**config.mk**
```make
export PLATFORM = sky130hd
export DESIGN_NAME = race_controller
export DESIGN_NICKNAME = d
export VERILOG_FILES = /design/src/rtl/race_controller_pkg.sv /design/src/rtl/tick_divider.sv /design/src/rtl/race_controller.sv
export SDC_FILE = /design/constraint.sdc
export NUM_CORES = 1
export LEC_CHECK = 0
export ABC_AREA = 1
export BUFFER_PORTS_ARGS = -buffer_cell sky130_fd_sc_hd__buf_2
export CELL_PAD_IN_SITES_DETAIL_PLACEMENT = 1
export CELL_PAD_IN_SITES_GLOBAL_PLACEMENT = 1
export CORE_MARGIN = 2
export CORE_UTILIZATION = 47
export DETAILED_ROUTE_END_ITERATION = 6
export PLACE_DENSITY = 0.83
export SYNTH_ARGS = -nofsm -noshare
export SYNTH_HDL_FRONTEND = slang
export SYNTH_SLANG_ARGS = --single-unit
export TNS_END_PERCENT = 30
```
**constraint.sdc**
```tcl
create_clock -name clk -period 5.1 [get_ports clk]
set_clock_uncertainty 0.2 [all_clocks]
set_input_delay 1.275 -clock clk [delete_from_list [all_inputs] [get_ports clk]]
set_output_delay 1.275 -clock clk [all_outputs]
set_load 0.01 [all_outputs]
```
**src/rtl/race_controller_pkg.sv**
```systemverilog
// Shared definitions for the race sequencer: game state codes and time helpers.
// The physics engines import this package so the state encoding has one source.
package race_controller_pkg;

  typedef enum logic [2:0] {
    ST_IDLE      = 3'd0,
    ST_SETTING   = 3'd1,
    ST_SYNCING   = 3'd2,
    ST_COUNTDOWN = 3'd3,
    ST_RACING    = 3'd4,
    ST_PAUSE     = 3'd5,
    ST_FINISH    = 3'd6
  } race_state_e;

  localparam logic [1:0] WIN_NONE = 2'd0;
  localparam logic [1:0] WIN_P1   = 2'd1;
  localparam logic [1:0] WIN_P2   = 2'd2;
  localparam logic [1:0] WIN_TIE  = 2'd3;

  // Saturating centisecond increment; never wraps past the limit.
  function automatic logic [15:0] cs_inc(input logic [15:0] cs, input logic [15:0] lim);
    if (cs >= lim) begin
      return cs;
    end else begin
      return cs + 16'd1;
    end
  endfunction

  // A latched finish time of 0 means "not finished", so a finish at t=0 records 1.
  function automatic logic [15:0] finish_stamp(input logic [15:0] cs);
    if (cs == 16'd0) begin
      return 16'd1;
    end else begin
      return cs;
    end
  endfunction

endpackage

```
**src/rtl/tick_divider.sv**
```systemverilog
// Free-running modulo-DIV counter producing a 1-cycle tick on its last count.
// Holds its count while disabled; clr forces the count back to zero.
module tick_divider #(
  parameter int unsigned DIV = 10
) (
  input  logic clk,
  input  logic rst_n,
  input  logic clr,
  input  logic en,
  output logic tick
);

  localparam int unsigned   CW   = (DIV > 1) ? $clog2(DIV) : 1;
  localparam logic [CW-1:0] LAST = CW'(DIV - 1);
  localparam logic [CW-1:0] ONE  = CW'(1);

  logic [CW-1:0] count_q;
  logic [CW-1:0] count_d;

  assign tick = en && (count_q >= LAST);

  // Next count: clear wins, otherwise advance and wrap while enabled.
  always_comb begin
    count_d = count_q;
    if (clr) begin
      count_d = '0;
    end else if (en) begin
      if (count_q >= LAST) begin
        count_d = '0;
      end else begin
        count_d = count_q + ONE;
      end
    end else begin
      count_d = count_q;
    end
  end

  // Count register.
  always_ff @(posedge clk or negedge rst_n) begin
    if (!rst_n) begin
      count_q <= '0;
    end else begin
      count_q <= count_d;
    end
  end

endmodule

```
**src/rtl/race_controller.sv**
```systemverilog
// Race sequencer: start countdown, centisecond race clock with pause, and
// winner / per-car finish-time latching. All outputs come straight from flops.
module race_controller
  import race_controller_pkg::*;
#(
  parameter int unsigned CLK_FREQ      = 100_000_000,
  parameter int unsigned COUNTDOWN_SEC = 3,
  parameter logic [15:0] TIME_MAX      = 16'hFFFF
) (
  input  logic        clk,
  input  logic        rst_n,
  input  logic        start_pulse,
  input  logic        pause_pulse,
  input  logic        abort_pulse,
  input  logic        p1_finish,
  input  logic        p2_finish,
  output logic [2:0]  state,
  output logic [3:0]  countdown,
  output logic        go_pulse,
  output logic [15:0] race_cs,
  output logic [15:0] p1_time_cs,
  output logic [15:0] p2_time_cs,
  output logic [1:0]  winner
);

  localparam int unsigned CS_DIV  = CLK_FREQ / 100;
  localparam logic [3:0]  CD_LOAD = 4'(COUNTDOWN_SEC);

  race_state_e state_q, state_d;
  logic [3:0]  countdown_q, countdown_d;
  logic        go_q, go_d;
  logic [15:0] race_cs_q, race_cs_d;
  logic [15:0] p1_time_q, p1_time_d;
  logic [15:0] p2_time_q, p2_time_d;
  logic [1:0]  winner_q, winner_d;

  logic sec_tick_s, cs_tick_s;
  logic sec_clr_s, sec_en_s, cs_clr_s, cs_en_s;

  // The cs divider keeps its phase across PAUSE and only clears outside a race.
  assign sec_en_s  = (state_q == ST_COUNTDOWN);
  assign sec_clr_s = (state_q != ST_COUNTDOWN) || abort_pulse;
  assign cs_en_s   = (state_q == ST_RACING);
  assign cs_clr_s  = !((state_q == ST_RACING) || (state_q == ST_PAUSE)) || abort_pulse;

  tick_divider #(.DIV(CLK_FREQ)) u_sec_div (
    .clk   (clk),
    .rst_n (rst_n),
    .clr   (sec_clr_s),
    .en    (sec_en_s),
    .tick  (sec_tick_s)
  );

  tick_divider #(.DIV(CS_DIV)) u_cs_div (
    .clk   (clk),
    .rst_n (rst_n),
    .clr   (cs_clr_s),
    .en    (cs_en_s),
    .tick  (cs_tick_s)
  );

  // Next-state and timing-register logic; abort and IDLE entry clear everything.
  always_comb begin
    state_d     = state_q;
    countdown_d = countdown_q;
    go_d        = 1'b0;
    race_cs_d   = race_cs_q;
    p1_time_d   = p1_time_q;
    p2_time_d   = p2_time_q;
    winner_d    = winner_q;

    case (state_q)
      ST_IDLE: begin
        if (start_pulse) begin
          state_d = ST_SETTING;
        end else begin
          state_d = ST_IDLE;
        end
      end
      ST_SETTING: begin
        if (start_pulse) begin
          state_d     = ST_COUNTDOWN;
          countdown_d = CD_LOAD;
        end else begin
          state_d = ST_SETTING;
        end
      end
      ST_COUNTDOWN: begin
        if (sec_tick_s) begin
          if (countdown_q <= 4'd1) begin
            state_d     = ST_RACING;
            countdown_d = 4'd0;
            go_d        = 1'b1;
          end else begin
            countdown_d = countdown_q - 4'd1;
          end
        end else begin
          countdown_d = countdown_q;
        end
      end
      ST_RACING: begin
        if (cs_tick_s) begin
          race_cs_d = cs_inc(race_cs_q, TIME_MAX);
        end else begin
          race_cs_d = race_cs_q;
        end
        // A finish outranks a simultaneous pause request.
        if (p1_finish || p2_finish) begin
          state_d  = ST_FINISH;
          winner_d = {p2_finish, p1_finish};
          if (p1_finish) begin
            p1_time_d = finish_stamp(race_cs_q);
          end else begin
            p1_time_d = p1_time_q;
          end
          if (p2_finish) begin
            p2_time_d = finish_stamp(race_cs_q);
          end else begin
            p2_time_d = p2_time_q;
          end
        end else if (pause_pulse) begin
          state_d = ST_PAUSE;
        end else begin
          state_d = ST_RACING;
        end
      end
      ST_PAUSE: begin
        if (pause_pulse) begin
          state_d = ST_RACING;
        end else begin
          state_d = ST_PAUSE;
        end
      end
      ST_FINISH: begin
        if (p1_finish && (p1_time_q == 16'd0)) begin
          p1_time_d = finish_stamp(race_cs_q);
        end else begin
          p1_time_d = p1_time_q;
        end
        if (p2_finish && (p2_time_q == 16'd0)) begin
          p2_time_d = finish_stamp(race_cs_q);
        end else begin
          p2_time_d = p2_time_q;
        end
        if (start_pulse) begin
          state_d = ST_IDLE;
        end else begin
          state_d = ST_FINISH;
        end
      end
      default: begin
        state_d = ST_IDLE;
      end
    endcase

    if (abort_pulse || (state_d == ST_IDLE)) begin
      state_d     = ST_IDLE;
      countdown_d = 4'd0;
      go_d        = 1'b0;
      race_cs_d   = 16'd0;
      p1_time_d   = 16'd0;
      p2_time_d   = 16'd0;
      winner_d    = WIN_NONE;
    end else begin
      state_d = state_d;
    end
  end

  // State and timing registers.
  always_ff @(posedge clk or negedge rst_n) begin
    if (!rst_n) begin
      state_q     <= ST_IDLE;
      countdown_q <= 4'd0;
      go_q        <= 1'b0;
      race_cs_q   <= 16'd0;
      p1_time_q   <= 16'd0;
      p2_time_q   <= 16'd0;
      winner_q    <= WIN_NONE;
    end else begin
      state_q     <= state_d;
      countdown_q <= countdown_d;
      go_q        <= go_d;
      race_cs_q   <= race_cs_d;
      p1_time_q   <= p1_time_d;
      p2_time_q   <= p2_time_d;
      winner_q    <= winner_d;
    end
  end

  assign state      = state_q;
  assign countdown  = countdown_q;
  assign go_pulse   = go_q;
  assign race_cs    = race_cs_q;
  assign p1_time_cs = p1_time_q;
  assign p2_time_cs = p2_time_q;
  assign winner     = winner_q;

endmodule

```
==> Yosys cells after proc, flatten, opt, wreduce, memory -nomap -nowiden <==
Cells that the tools add are included.
{ "op_classes": {"add_sub_neg": 4, "n_lt_le_gt_ge": 4, "n_eq_ne": 14, "n_mux": 43, "n_reduce_logical": 27} }
{ "ops": {"columns": ["cell", "n"], "rows": [
  ["16-bit two-way mux", 13],
  ["27-bit two-way mux", 3],
  ["16-bit one-hot mux with 2 select lines", 2],
  ["20-bit two-way mux", 3],
  ["16-bit zero test", 3],
  ["27-bit by 1-bit adder with 27-bit output, second input constant", 1],
  ["27-bit >= comparator, second input constant", 1],
  ["3-bit != test, second input constant", 7],
  ["20-bit by 1-bit adder with 20-bit output, second input constant", 1],
  ["20-bit >= comparator, second input constant", 1],
  ["3-bit one-hot mux with 6 select lines", 1],
  ["16-bit by 1-bit adder with 16-bit output, second input constant", 1],
  ["16-bit >= comparator, second input constant", 1],
  ["4-bit two-way mux", 4],
  ["3-bit two-way mux", 4],
  ["2-bit two-way mux", 5],
  ["2-bit nonzero test", 5],
  ["3-bit equality test, second input constant", 3],
  ["4-bit one-hot mux with 2 select lines", 1],
  ["4-bit AND reduction", 2],
  ["1-bit two-way mux", 7],
  ["3-bit zero test", 2],
  ["3-bit AND reduction", 2],
  ["3-bit nonzero test", 2],
  ["other kinds (10)", 17]
]} }
{ "totals": {"reg_bits": 105, "elab_cells": 101} }

==> Depth between registers and ports, before layout <==
Gate-level depths: netlist (run 1).
{ "logic_depth": {"depth_word": 8, "ltp_mapped": 16, "mapped_depth_nobuf": 14} }

==> Hierarchy <==
Synthesis (run 1) repeated with hierarchy kept, for this count alone.
{ "unflattened": {"hier_cells": 928, "area_unflattened_um2": 6567.5} }
{ "by_module_without_submodules": {"columns": ["module", "instances", "cells_each", "area_each_um2"], "rows": [
  ["race_controller", 1, 433, 3235.6],
  ["tick_divider at u_sec_div", 1, 323, 1999.4],
  ["tick_divider at u_cs_div", 1, 172, 1332.5]
]} }

==> Worst setup path before layout (run 1) <==
No wires, ideal clock.
{ "synth_path": {"path_kind": "in2reg", "startpoint": "input port p2_finish", "endpoint": "register p1_time_q[10], in the netlist p1_time_cs[10]", "setup_time_ns": 0.118, "arrival_ns": 2.244, "required_ns": 4.782, "slack_ns": 2.538, "path_stages": 10, "n_path_buf": 2, "cell_sequence": "nor2_1 > nor2_1 > nor3_1 > nand4_1 > nand2_1 > nand2_2 > buf_6 > buf_6 > nand3_1 > nand2_1"} }
{ "synth_via": {"elab_chain_cells": 7} }
{ "synth_rtl": {"columns": ["item", "line_no", "source"], "rows": [
  ["start, declared", "race_controller.sv:16", "input logic p2_finish,"],
  ["1-bit logical OR (*)", "race_controller.sv:108", "if (p1_finish || p2_finish) begin"],
  ["2-bit two-way mux", "race_controller.sv:108", null],
  ["3-bit one-hot mux with 6 select lines", "race_controller.sv:72", "case (state_q)"],
  ["3-bit zero test", "race_controller.sv:156", "if (abort_pulse || (state_d == ST_IDLE)) begin"],
  ["1-bit logical OR", "race_controller.sv:156", null],
  ["3-bit != test (no source line) or 3-bit nonzero test (tied branches)", null, null],
  ["4-bit AND reduction (no source line)", null, null],
  ["end signal, assigned", "race_controller.sv:184", "p1_time_q <= p1_time_d;"],
  ["end, declared", "race_controller.sv:33", "logic [15:0] p1_time_q, p1_time_d;"]
]} }
Every way passes the cells marked *; elsewhere a longest branch is shown, timed or not.
A chain may end at the register's enable or synchronous reset.

==> Worst setup path after layout (run 1) <==
{ "layout_path": {"startpoint": "input port p2_finish", "endpoint": "register race_cs_q[15], in the netlist race_cs[15]"} }
{ "layout_via": {"elab_chain_cells": 7} }
{ "layout_rtl": {"columns": ["item", "line_no", "source"], "rows": [
  ["1-bit logical OR (*)", "race_controller.sv:108", null],
  ["2-bit two-way mux (*)", "race_controller.sv:108", null],
  ["3-bit one-hot mux with 6 select lines (*)", "race_controller.sv:72", null],
  ["3-bit zero test (*)", "race_controller.sv:156", null],
  ["1-bit logical OR (*)", "race_controller.sv:156", null],
  ["2-bit by 1-bit != test with 1-bit output (no source line) or 2-bit nonzero test (tied branches)", null, null],
  ["3-bit AND reduction (no source line)", null, null],
  ["end signal, assigned", "race_controller.sv:183", "race_cs_q <= race_cs_d;"],
  ["end, declared", "race_controller.sv:32", "logic [15:0] race_cs_q, race_cs_d;"]
]} }
Marks and branches as above.

==> results.md, run 1 <==
* Slew Viols, Final at 0
* Tcrit/Tclk final at a little under 60%
* Status: finished, final reports clean
* Final setup viols at 0
* Worst-case reg-to-reg path depth at 9
* Worst path depth at 9
* Clk sink count at approximately 110
* Unique masters post-synth at 38
* Vias in the first global route at 5,387
* CTS Buf Count at 9
* RSZ-0062 raised after global routing: false
* Routed vias/inst at 5.54
* # IOs at 65
* Relative slew slack at 34.2%
* Worst hold margin at 0.268 ns
* Starting Density at 48.7%
* Post-CTS setup repair buffer count at 0
* Initial antenna violation count at 0
* N_diodes at 0
* Total Wirelength at 15,700 µm
* First-pass GRT wire length at ~27,000 µm
* Critical path arrival at 2.97 ns
* Final Wtd Congestion at 0.858
* Fillers at 1,517
* Synth area leader: dfrtp_1
* Finished Core Util at 54.6%
* Layout cells sized above 1 at 13.4%
* Core Region at around 0.012 mm²
* Syn_area_per_cell at around 7.9 µm²
* Synth Cell Area at between 0.005 and 0.006 mm²
* Top Family by Delay on Critical Path: simple AND/OR/NAND/NOR gates
* Maximum clock frequency at around 0.34 GHz
* CP Cell Sequence: buf_2 > nor2_1 > nor2_1 > nor3_1 > nand4_1 > nand2_1 > nand2_2 > inv_1 > nor2_1
* Buffers & Inverters on Critical Path at 2
* Chip height at 113 µm
* Sequential power share at 52.1%
* Fin crit period at 2.97 ns
* Reg area at about 0.0026 mm²
* Post_cts resized at 0
* Die Area at ~0.013 mm²
* DP HPWL at 11,400 µm
* Antenna viol nets, final at 0
* Syn. warnings at 0
* Residual DRC at 0
* Synth area leaders: dfrtp_1 47%, nand2_1 9.5%, nand3_1 9.2%, nor2_1 7.2%, inv_1 5.1%
* Final instance count without filler cells at 925
* Slowest-stage cell, CP: inv_1
* Inst Count DP at 909
* Crit path required time at 5.10 ns
* Asr flop ratio synth at 100%
* Crit path max fanout at 24
* Die X at 113 µm
* Sequential share of the synthesized area at a little under half
* Worst min path class: reg2reg
* GRT Overall Usage at 26.0%
* Prevailing post-synth register cell: dfrtp_1
* Total gr overflow at 0
* Crit end category: register
* Syn Inst Count at 717
* Area grow syn2layout at 12.2%
* VDD IR max at 137 µV
* Final hold vios at 0
* Setup Crit Path Kind: in2reg
* FF+latch count, synth at 105
* Hold buffer count at CTS at 0
* Drt first pass iters at 4
* NetSw at 0.377 mW
* CTS H-tree depth at 3
* CP most frequent cell: nor2_1
* Hold-critical path depth at 1
* Worst slew pin tran at 0.987 ns
* Yosys top cell area share at 46.7%
* Most numerous cell in the Yosys netlist: nand2_1
* Max cap viols at 0
* Area of the multi-input gates at around 0.0026 mm²
* Int Power at 1.23 mW
* Clock root buffer: clkbuf_16
* CTS Buffer Depth at 2
* Port Buf Inserts at 64
* Largest net degree at the start of global routing at between 70 and 80
* Routed vias at slightly above 5,000
* Fin Setup TNS at 0 ns
* Worst-Skew Late Latency at 0.35 ns
* CTS tree: yes
* Post-synth top cells: 143 x nand2_1, 108 x nor2_1, 105 x dfrtp_1, 103 x nand3_1, 76 x inv_1
* Row count at 39
* PD cells at 255 mW/mm²
* CTS clk-pin slew, worst paths at 0.07 ns
* Comb pwr share at 4.9%
* Post-layout nets at slightly below 800
* P_leak at 3.01 nW
* EDFF count, synth at 0
* Crit-path max cell delay at 0.55 ns
* Avg WL per Cell at 17.0 µm
* Sw frac at 23.4%
* Syn nets at 730
* DRT iter0 DRCs at 262
* CP Launch Type: input pin
* Share of power burned in the clock network at 43.0%
logic make-up after synthesis:
group | Yosys count | synth area share, %
DFF | 105 | 46.7
xor gates and xnor gates | 33 | 5.13
adders and majority gates | 6 | 1.33
and+or+nand+nor | 421 | 33.8
buffers and inverters | 97 | 7.55
AOI/OAI and AO/OA | 55 | 5.51
per-layer routing:
layer | vias to the layer above | part of all wire (%) | track usage [%]
met1 | 2572 | 45 | 35.0
met2 | 93 | 50 | 44.2
li1 | 2443 | - | -
met3 | 14 | 3.9 | 3.40
met4 | 0 | 1.3 | 7.89
met5 | - | 0 | 0
worst register-to-register path, stage by stage (launching register included):
cell and delay, ns:
dfrtp_1 0.47, inv_1 0.22, nand3_1 0.23, nor2_1 0.15, nand3_1 0.10, nand2_1 0.11, nand2_1 0.37, inv_1 0.57
nand3_1 0.17, nand2_1 0.11
state kept, by name, indices dropped and copies added (netlist names):
name and count:
race_cs 16, u_sec_div.count_q 27, u_cs_div.count_q 20, state 3, go_pulse 1, p2_time_cs 16, p1_time_cs 16, countdown 4
winner 2
stage by stage:
stage / instance area (µm²) / power [mW] / setup WS [ns]
after global routing: 6320 / 1.66 / 1.86
after global placement: 6020 / 0.933 / 1.88
after CTS: 6320 / 1.62 / 2.12
after floorplan: 5630 / 0.914 / 2.54
final: 6320 / 1.61 / 2.13
after detailed placement: 6020 / 0.936 / 1.75
power by group through the flow:
stage	combinational, mW	clock [mW]	sequential [mW]
6_report	0.0787	0.694	0.839
5_1_grt	0.0903	0.730	0.839
4_1_cts	0.0808	0.700	0.839
3_5_place_dp	0.0806	0	0.855
3_3_place_gp	0.0780	0	0.855
2_1_floorplan	0.0587	0	0.855
path summary, 6_finish.rpt:
check                                          start               endpoint  slack [ns]
worst max-delay path                       p2_finish            race_cs[15]        2.13
worst min-delay path            u_sec_div.count_q[0]   u_sec_div.count_q[0]        0.27
worst max register to register              state[0]          p2_time_cs[9]        2.34
worst min register to register  u_sec_div.count_q[0]   u_sec_div.count_q[0]        0.27
max in group asynchronous                      rst_n  u_sec_div.count_q[22]        2.88
min in group asynchronous                      rst_n    u_cs_div.count_q[8]        0.85
placed cells by master (no fill, tap or decap), types with 4 or more instances in the layout:
cell type	netlist	routed
nand2_1	143	143
xor2_1	27	27
buf_2	1	63
clkbuf_16	0	9
nor2_2	5	5
nand2_2	5	5
dfrtp_1	105	105
ha_1	6	6
nor3_1	20	20
xnor2_1	6	6
nor3b_1	4	4
clkbuf_8	0	4
inv_1	76	76
nand3_1	103	103
o22ai_1	5	5
nand4_1	9	9
nor3_2	4	4
o21ai_0	24	24
nor4_1	11	11
nor2_1	108	108
a21oi_1	15	15
layout make-up:
cell class | instances | area share [%]
tap | 143 | 2.83
clock inverter | 2 | 0.158
timing repair buffer | 66 | 5.35
multi-input combinational | 515 | 40.8
clock buffer | 14 | 4.50
sequential | 105 | 41.6
inverter | 80 | 4.75
Power figures use the tool's default switching activity.
==> run 2, diff against run 1 <==
Settings changed: CORE_UTILIZATION 47 to 43, PLACE_DENSITY 0.83 to 0.76.
Clock period 5.1 ns to 3 ns, I/O delays scaled along.
==> run 2 against run 1 <==
  * Via count is 0.94% lower
  * Setup slack got worse by 1.6 ns
  * First-iteration DRC count increased by 8.4%
  * Global-route usage shrank 1.9 points
  * Sequential share of layout area fell by 0.90 points
  * Non-clock buffer count is 9 higher
==> results.md, run 2 (synthesized netlist as in run 1, its figures left out) <==
* Routed vias/inst at 5.27
* Port Buf Inserts at 64
* Initial antenna violation count at 0
* DP HPWL at 11,700 µm
* Sw frac at ~24%
* Crit path required time at 3.05 ns
* Comb pwr share at 5.4%
* Status: finished, final reports clean
* Worst-Skew Late Latency at 0.36 ns
* P_leak at 3.05 nW
* DRT iter0 DRCs at 284
* Reg area at 0.00263 mm²
* NetSw at 0.683 mW
* Total power at 2.81 mW
* Final instance area at about 0.0065 mm²
* PD cells at 436 mW/mm²
* Largest net degree at the start of global routing at 65
* Slew Viols, Final at 0
* Row count at between 40 and 50
* CTS H-tree depth at 3
* Final Wtd Congestion at 0.863
* Clock root buffer: clkbuf_16
* Final setup viols at 0
* Max FFs per register at 27
* Tcrit/Tclk final at 84.0%
* Routed vias at 5,074
* Share of power burned in the clock network at 43.9%
* Die Area at 0.0140 mm²
* CTS Buf Count at 9
* Int Power at 2.13 mW
* N_diodes at 0
* Finished Core Util at 50.8%
* RSZ-0062 raised after global routing: false
* Clk sink count at 105
* VDD IR max at 207 µV
* Commonest non-fill, non-tap cell in the layout: nand2_1
* Placed cell areas at 0.00615 mm²
* Antenna viol nets, final at 0
* Crit path max fanout at 4
* # IOs at 65
* Area grow syn2layout at 14.7%
* CTS clk-pin slew, worst paths at 0.07 ns
* First-pass GRT wire length at 27,200 µm
* Worst-case reg-to-reg path depth at 11
* Residual DRC at 0
* Core Region at between 0.01 and 0.015 mm²
* Final hold vios at 0
* CTS Buffer Depth at 2
* Total gr overflow at 0
* Drt first pass iters at 4
* Fin Setup TNS at 0 ns
* Hold buffer count at CTS at 0
* Fin crit period at 2.52 ns
* CP Launch Type: register
* Total Wirelength at ~16,000 µm
* Layout cells sized above 1 at 14.5%
* Starting Density at 44.3%
* Critical path arrival at 2.57 ns
* Maximum clock frequency at 0.397 GHz
* CTS tree: yes
* Die X at roughly 120 µm
* Chip height at 118 µm
* Max cap viols at 0
* Final instance count without filler cells at 963
* Post-CTS setup repair buffer count at 0
* Worst slew pin tran at roughly 0.61 ns
* Relative slew slack at 59.1%
* Largest register by flop count: u_sec_div.count_q
* Biggest regs: u_sec_div.count_q: 27 flops, u_cs_div.count_q: 20 flops
* Post-layout nets at 799
* Fillers at 1,635
* Crit end category: register
* Inst Count DP at 947
* Post_cts resized at 0
* Sequential power share at 50.7%
* Setup Crit Path Kind: reg2reg
* Most frequent cells in the layout: 143 x nand2_1, 108 x nor2_1, 105 x dfrtp_1
* Area of the multi-input gates at ~0.0026 mm²
* Avg WL per Cell at roughly 17 µm
* Vias in the first global route at 5,396
* GRT Overall Usage at 24.1%
* Worst min path class: in2async
-- run 2: metal layers --
metal	routed length, µm	GRT usage (%)	vias to the layer above
met4	249	7.74	0
met2	8000	41.0	83
met1	7380	31.9	2500
met3	497	3.14	19
li1	-	-	2472
met5	0	0	-
-- run 2: worst max-delay path, cell delays in order, from the launching register on --
cell and delay, ns:
dfrtp_1 0.42, ha_1 0.20, inv_1 0.08, nor3_2 0.30
nand2_1 0.12, nor2_1 0.27, nand3_1 0.16, nor3_2 0.20
nand4_1 0.15, nand2_1 0.13, nand2_1 0.07, o21a_1 0.12
-- run 2: stage by stage --
| stage | hold WS, ns | worst slack [ns] |
|---|---|---|
| after global placement | 0.245 | 0.603 |
| after global routing | 0.0211 | 0.300 |
| after CTS | 0.0183 | 0.515 |
| final | 0.0224 | 0.480 |
| after detailed placement | 0.260 | 0.527 |
| after floorplan | 0.233 | 0.934 |
-- run 2: power by group through the flow --
stage	clock network [mW]	logic, mW	registers (mW)
detailed placement	0	0.154	1.45
finish	1.23	0.152	1.43
global route	1.32	0.172	1.43
floorplan	0	0.0998	1.45
global placement	0	0.150	1.45
CTS	1.26	0.155	1.43
-- run 2: layout make-up --
type,instances,area share [%]
clock inverter,6,1.03
sequential,105,40.7
inverter,80,4.65
clock buffer,10,3.70
timing repair buffer,75,6.67
tap,172,3.33
multi-input combinational,515,39.9
-- run 2: worst paths after layout --
kind	from	end	slack, ns
min reg2reg	u_sec_div.count_q[0]	u_sec_div.count_q[0]	0.26
max reg2reg	u_cs_div.count_q[0]	u_cs_div.count_q[18]	0.48
min	rst_n	u_cs_div.count_q[13]	0.02
min in group clk	u_sec_div.count_q[0]	u_sec_div.count_q[0]	0.26
max	u_cs_div.count_q[0]	u_cs_div.count_q[18]	0.48
max in group asynchronous	rst_n	race_cs[11]	1.81
==> run 3, diff against run 2 <==
Settings changed: ABC_AREA 1 to 0, CORE_UTILIZATION 43 to 45, PLACE_DENSITY 0.76 to 0.77.
Clock period 3 ns to 2.6 ns, I/O delays scaled along.
==> run 3 against run 2 <==
  * Setup slack worse by 0.37 ns
  * Register-to-register slack got worse by 0.37 ns
  * Global-route usage is 1.6 points higher
  * Clock-buffer cell count up 1
  * Final area rose by 1.0%
  * Critical path depth fell by 4
==> results.md, run 3 <==
* Tcrit/Tclk final at 95.7%
* Prevailing post-synth register cell: dfrtp_1
* Routed vias/inst at ~5.9
* Crit end category: register
* Routed vias at 4,808
* Synth Cell Area at 0.00547 mm²
* Residual DRC at 0
* Commonest non-fill, non-tap cell in the layout: dfrtp_1
* CP Launch Type: register
* Post-layout nets at 673
* Synth area leaders: dfrtp_1 48%, mux2i_1 6.8%, nor2_1 5.2%, nand2_1 2.9%, nand3_1 2.7%
* Status: finished, final reports clean
* Yosys top cell area share at 48.0%
* Crit path required time at 2.68 ns
* Int Power at 2.64 mW
* DRT iter0 DRCs at 286
* Comb pwr share at 4.3%
* Clk sink count at 105
* Synth area leader: dfrtp_1
* CP Cell Sequence: or4_4 > a311oi_2 > o21ai_2 > a21oi_2 > buf_12 > or2b_1 > a31oi_1
* Asr flop ratio synth at 100%
* Chip height at 114 µm
* Sw frac at a little over a fifth
* Hold buffer count at CTS at 0
* EDFF count, synth at 0
* Buffers & Inverters on Critical Path at 1
* Post_cts resized at 0
* Biggest regs: u_sec_div.count_q: 27 flops, u_cs_div.count_q: 20 flops
* Crit path max fanout at 30
* Sequential power share at around 49%
* Syn Inst Count at 577
* Area grow syn2layout at 19.3%
* Fillers at approximately 1,400
* VDD IR max at ~240 µV
* Max cap viols at 0
* Worst slew pin tran at approximately 0.61 ns
* Final hold vios at 0
* Final worst slack at 0.111 ns
* Drt first pass iters at 4
* Worst min path class: in2async
* Worst hold margin at 0.142 ns
* GRT Overall Usage at ~26%
* Place WS at 0.0827 ns
* Relative slew slack at about 59%
* PD cells at 517 mW/mm²
* CTS Buffer Depth at 2
* Max FFs per register at 27
* FF+latch count, synth at 105
* Critical path arrival at around 2.6 ns
* Unique masters post-synth at 57
* Maximum clock frequency at 0.402 GHz
* Sequential share of the synthesized area at 48.0%
* Layout cells sized above 1 at 20.0%
* NetSw at 0.728 mW
* Avg WL per Cell at 19.5 µm
* Starting Density at 45.7%
* Core Region at 0.0120 mm²
* CTS Buf Count at 9
* CTS H-tree depth at 3
* Antenna viol nets, final at 0
* Final Wtd Congestion at 0.829
* DP HPWL at 11,000 µm
* P_leak at ~2.8 nW
* Setup Crit Path Kind: reg2reg
* Initial antenna violation count at 0
* Syn. warnings at 0
* CTS clk-pin slew, worst paths at 0.07 ns
* Finished Core Util at 54.5%
* Syn_area_per_cell at around 9.5 µm²
* Clock root buffer: clkbuf_16
* Total Wirelength at 15,800 µm
* Post-CTS setup repair buffer count at 0
* Port Buf Inserts at 64
* Top Family by Delay on Critical Path: simple AND/OR/NAND/NOR gates
* Syn nets at 590
* Largest register by flop count: u_sec_div.count_q
* Total gr overflow at 0
* First-pass GRT wire length at roughly 26,000 µm
* Most numerous cell in the Yosys netlist: dfrtp_1
* Worst-Skew Late Latency at ~0.36 ns
* Slew Viols, Final at 0
* Post-synth top cells: 105 x dfrtp_1, 76 x nor2_1, 42 x nand2_1, 37 x mux2i_1, 30 x nand3_1
* Final setup viols at 0
* Die Area at around 0.013 mm²
* Fin crit period at ~2.5 ns
* Vias in the first global route at 4,958
* Largest net degree at the start of global routing at 106
* Row count at 40
* Slowest-stage cell, CP: or4_4
* Most frequent cells in the layout: 105 x dfrtp_1, 76 x nor2_1, 63 x buf_2
* N_diodes at 0
* CTS tree: yes
* Crit-path max cell delay at 0.55 ns
* Die X at about 110 µm
* # IOs at 65
* Share of power burned in the clock network at 46.9%
* RSZ-0062 raised after global routing: true
run 3: power by group through the flow:
stage / logic [mW] / registers [mW] / clock network [mW]
floorplan: 0.0635 / 1.68 / 0
global placement: 0.142 / 1.68 / 0
detailed placement: 0.148 / 1.68 / 0
CTS: 0.148 / 1.65 / 1.61
global route: 0.162 / 1.65 / 1.68
finish: 0.146 / 1.65 / 1.58
run 3: final cells by class:
| cell class | count | area, µm² | share of cell area [%] |
|---|---|---|---|
| repair buffers | 99 | 648 | 9.93 |
| flip-flops and latches | 105 | 2630 | 40.3 |
| clock buffers | 11 | 243 | 3.72 |
| multi-input cells | 431 | 2670 | 40.9 |
| well taps | 147 | 184 | 2.82 |
| inverters | 14 | 52.6 | 0.806 |
| clock inverters | 5 | 103 | 1.57 |
run 3: layer usage:
metal / vias to the layer above / share of wire (%) / track usage (%)
met5: - / 0 / 0
met4: 0 / 1.6 / 9.35
met3: 15 / 3.7 / 3.18
met2: 95 / 49 / 41.3
met1: 2445 / 46 / 35.8
li1: 2253 / - / -
run 3: final timing paths:
check | startpoint | to | cells after the start | slack [ns]
min in group clk | u_cs_div.count_q[15] | u_cs_div.count_q[15] | 1 | 0.29
setup reg to reg | u_cs_div.count_q[13] | u_cs_div.count_q[10] | 7 | 0.11
setup / recovery | u_cs_div.count_q[13] | u_cs_div.count_q[10] | 7 | 0.11
hold / removal | rst_n | u_cs_div.count_q[14] | 2 | 0.14
max in group asynchronous | rst_n | p1_time_cs[15] | 2 | 1.60
hold reg to reg | u_cs_div.count_q[15] | u_cs_div.count_q[15] | 1 | 0.29
run 3: cell families after synthesis:
logic type	after synthesis	share of synthesized area [%]
xor gates and xnor gates	26	4.16
buffers and inverters	41	3.59
AOI/OAI and AO/OA	93	10.8
muxes	38	6.98
adders and majority gates	6	1.37
DFF	105	48.0
and+or+nand+nor	268	25.0
run 3: stage by stage:
| stage | TNS (ns) | cell area, µm² | cells | power (mW) |
|---|---|---|---|---|
| 2_1_floorplan | 0 | 5470 | 577 | 1.74 |
| 3_3_place_gp | 0 | 6160 | 796 | 1.82 |
| 3_5_place_dp | 0 | 6160 | 796 | 1.82 |
| 4_1_cts | 0 | 6510 | 812 | 3.41 |
| 5_1_grt | -0.0230 | 6520 | 812 | 3.49 |
| 6_report | 0 | 6520 | 812 | 3.37 |
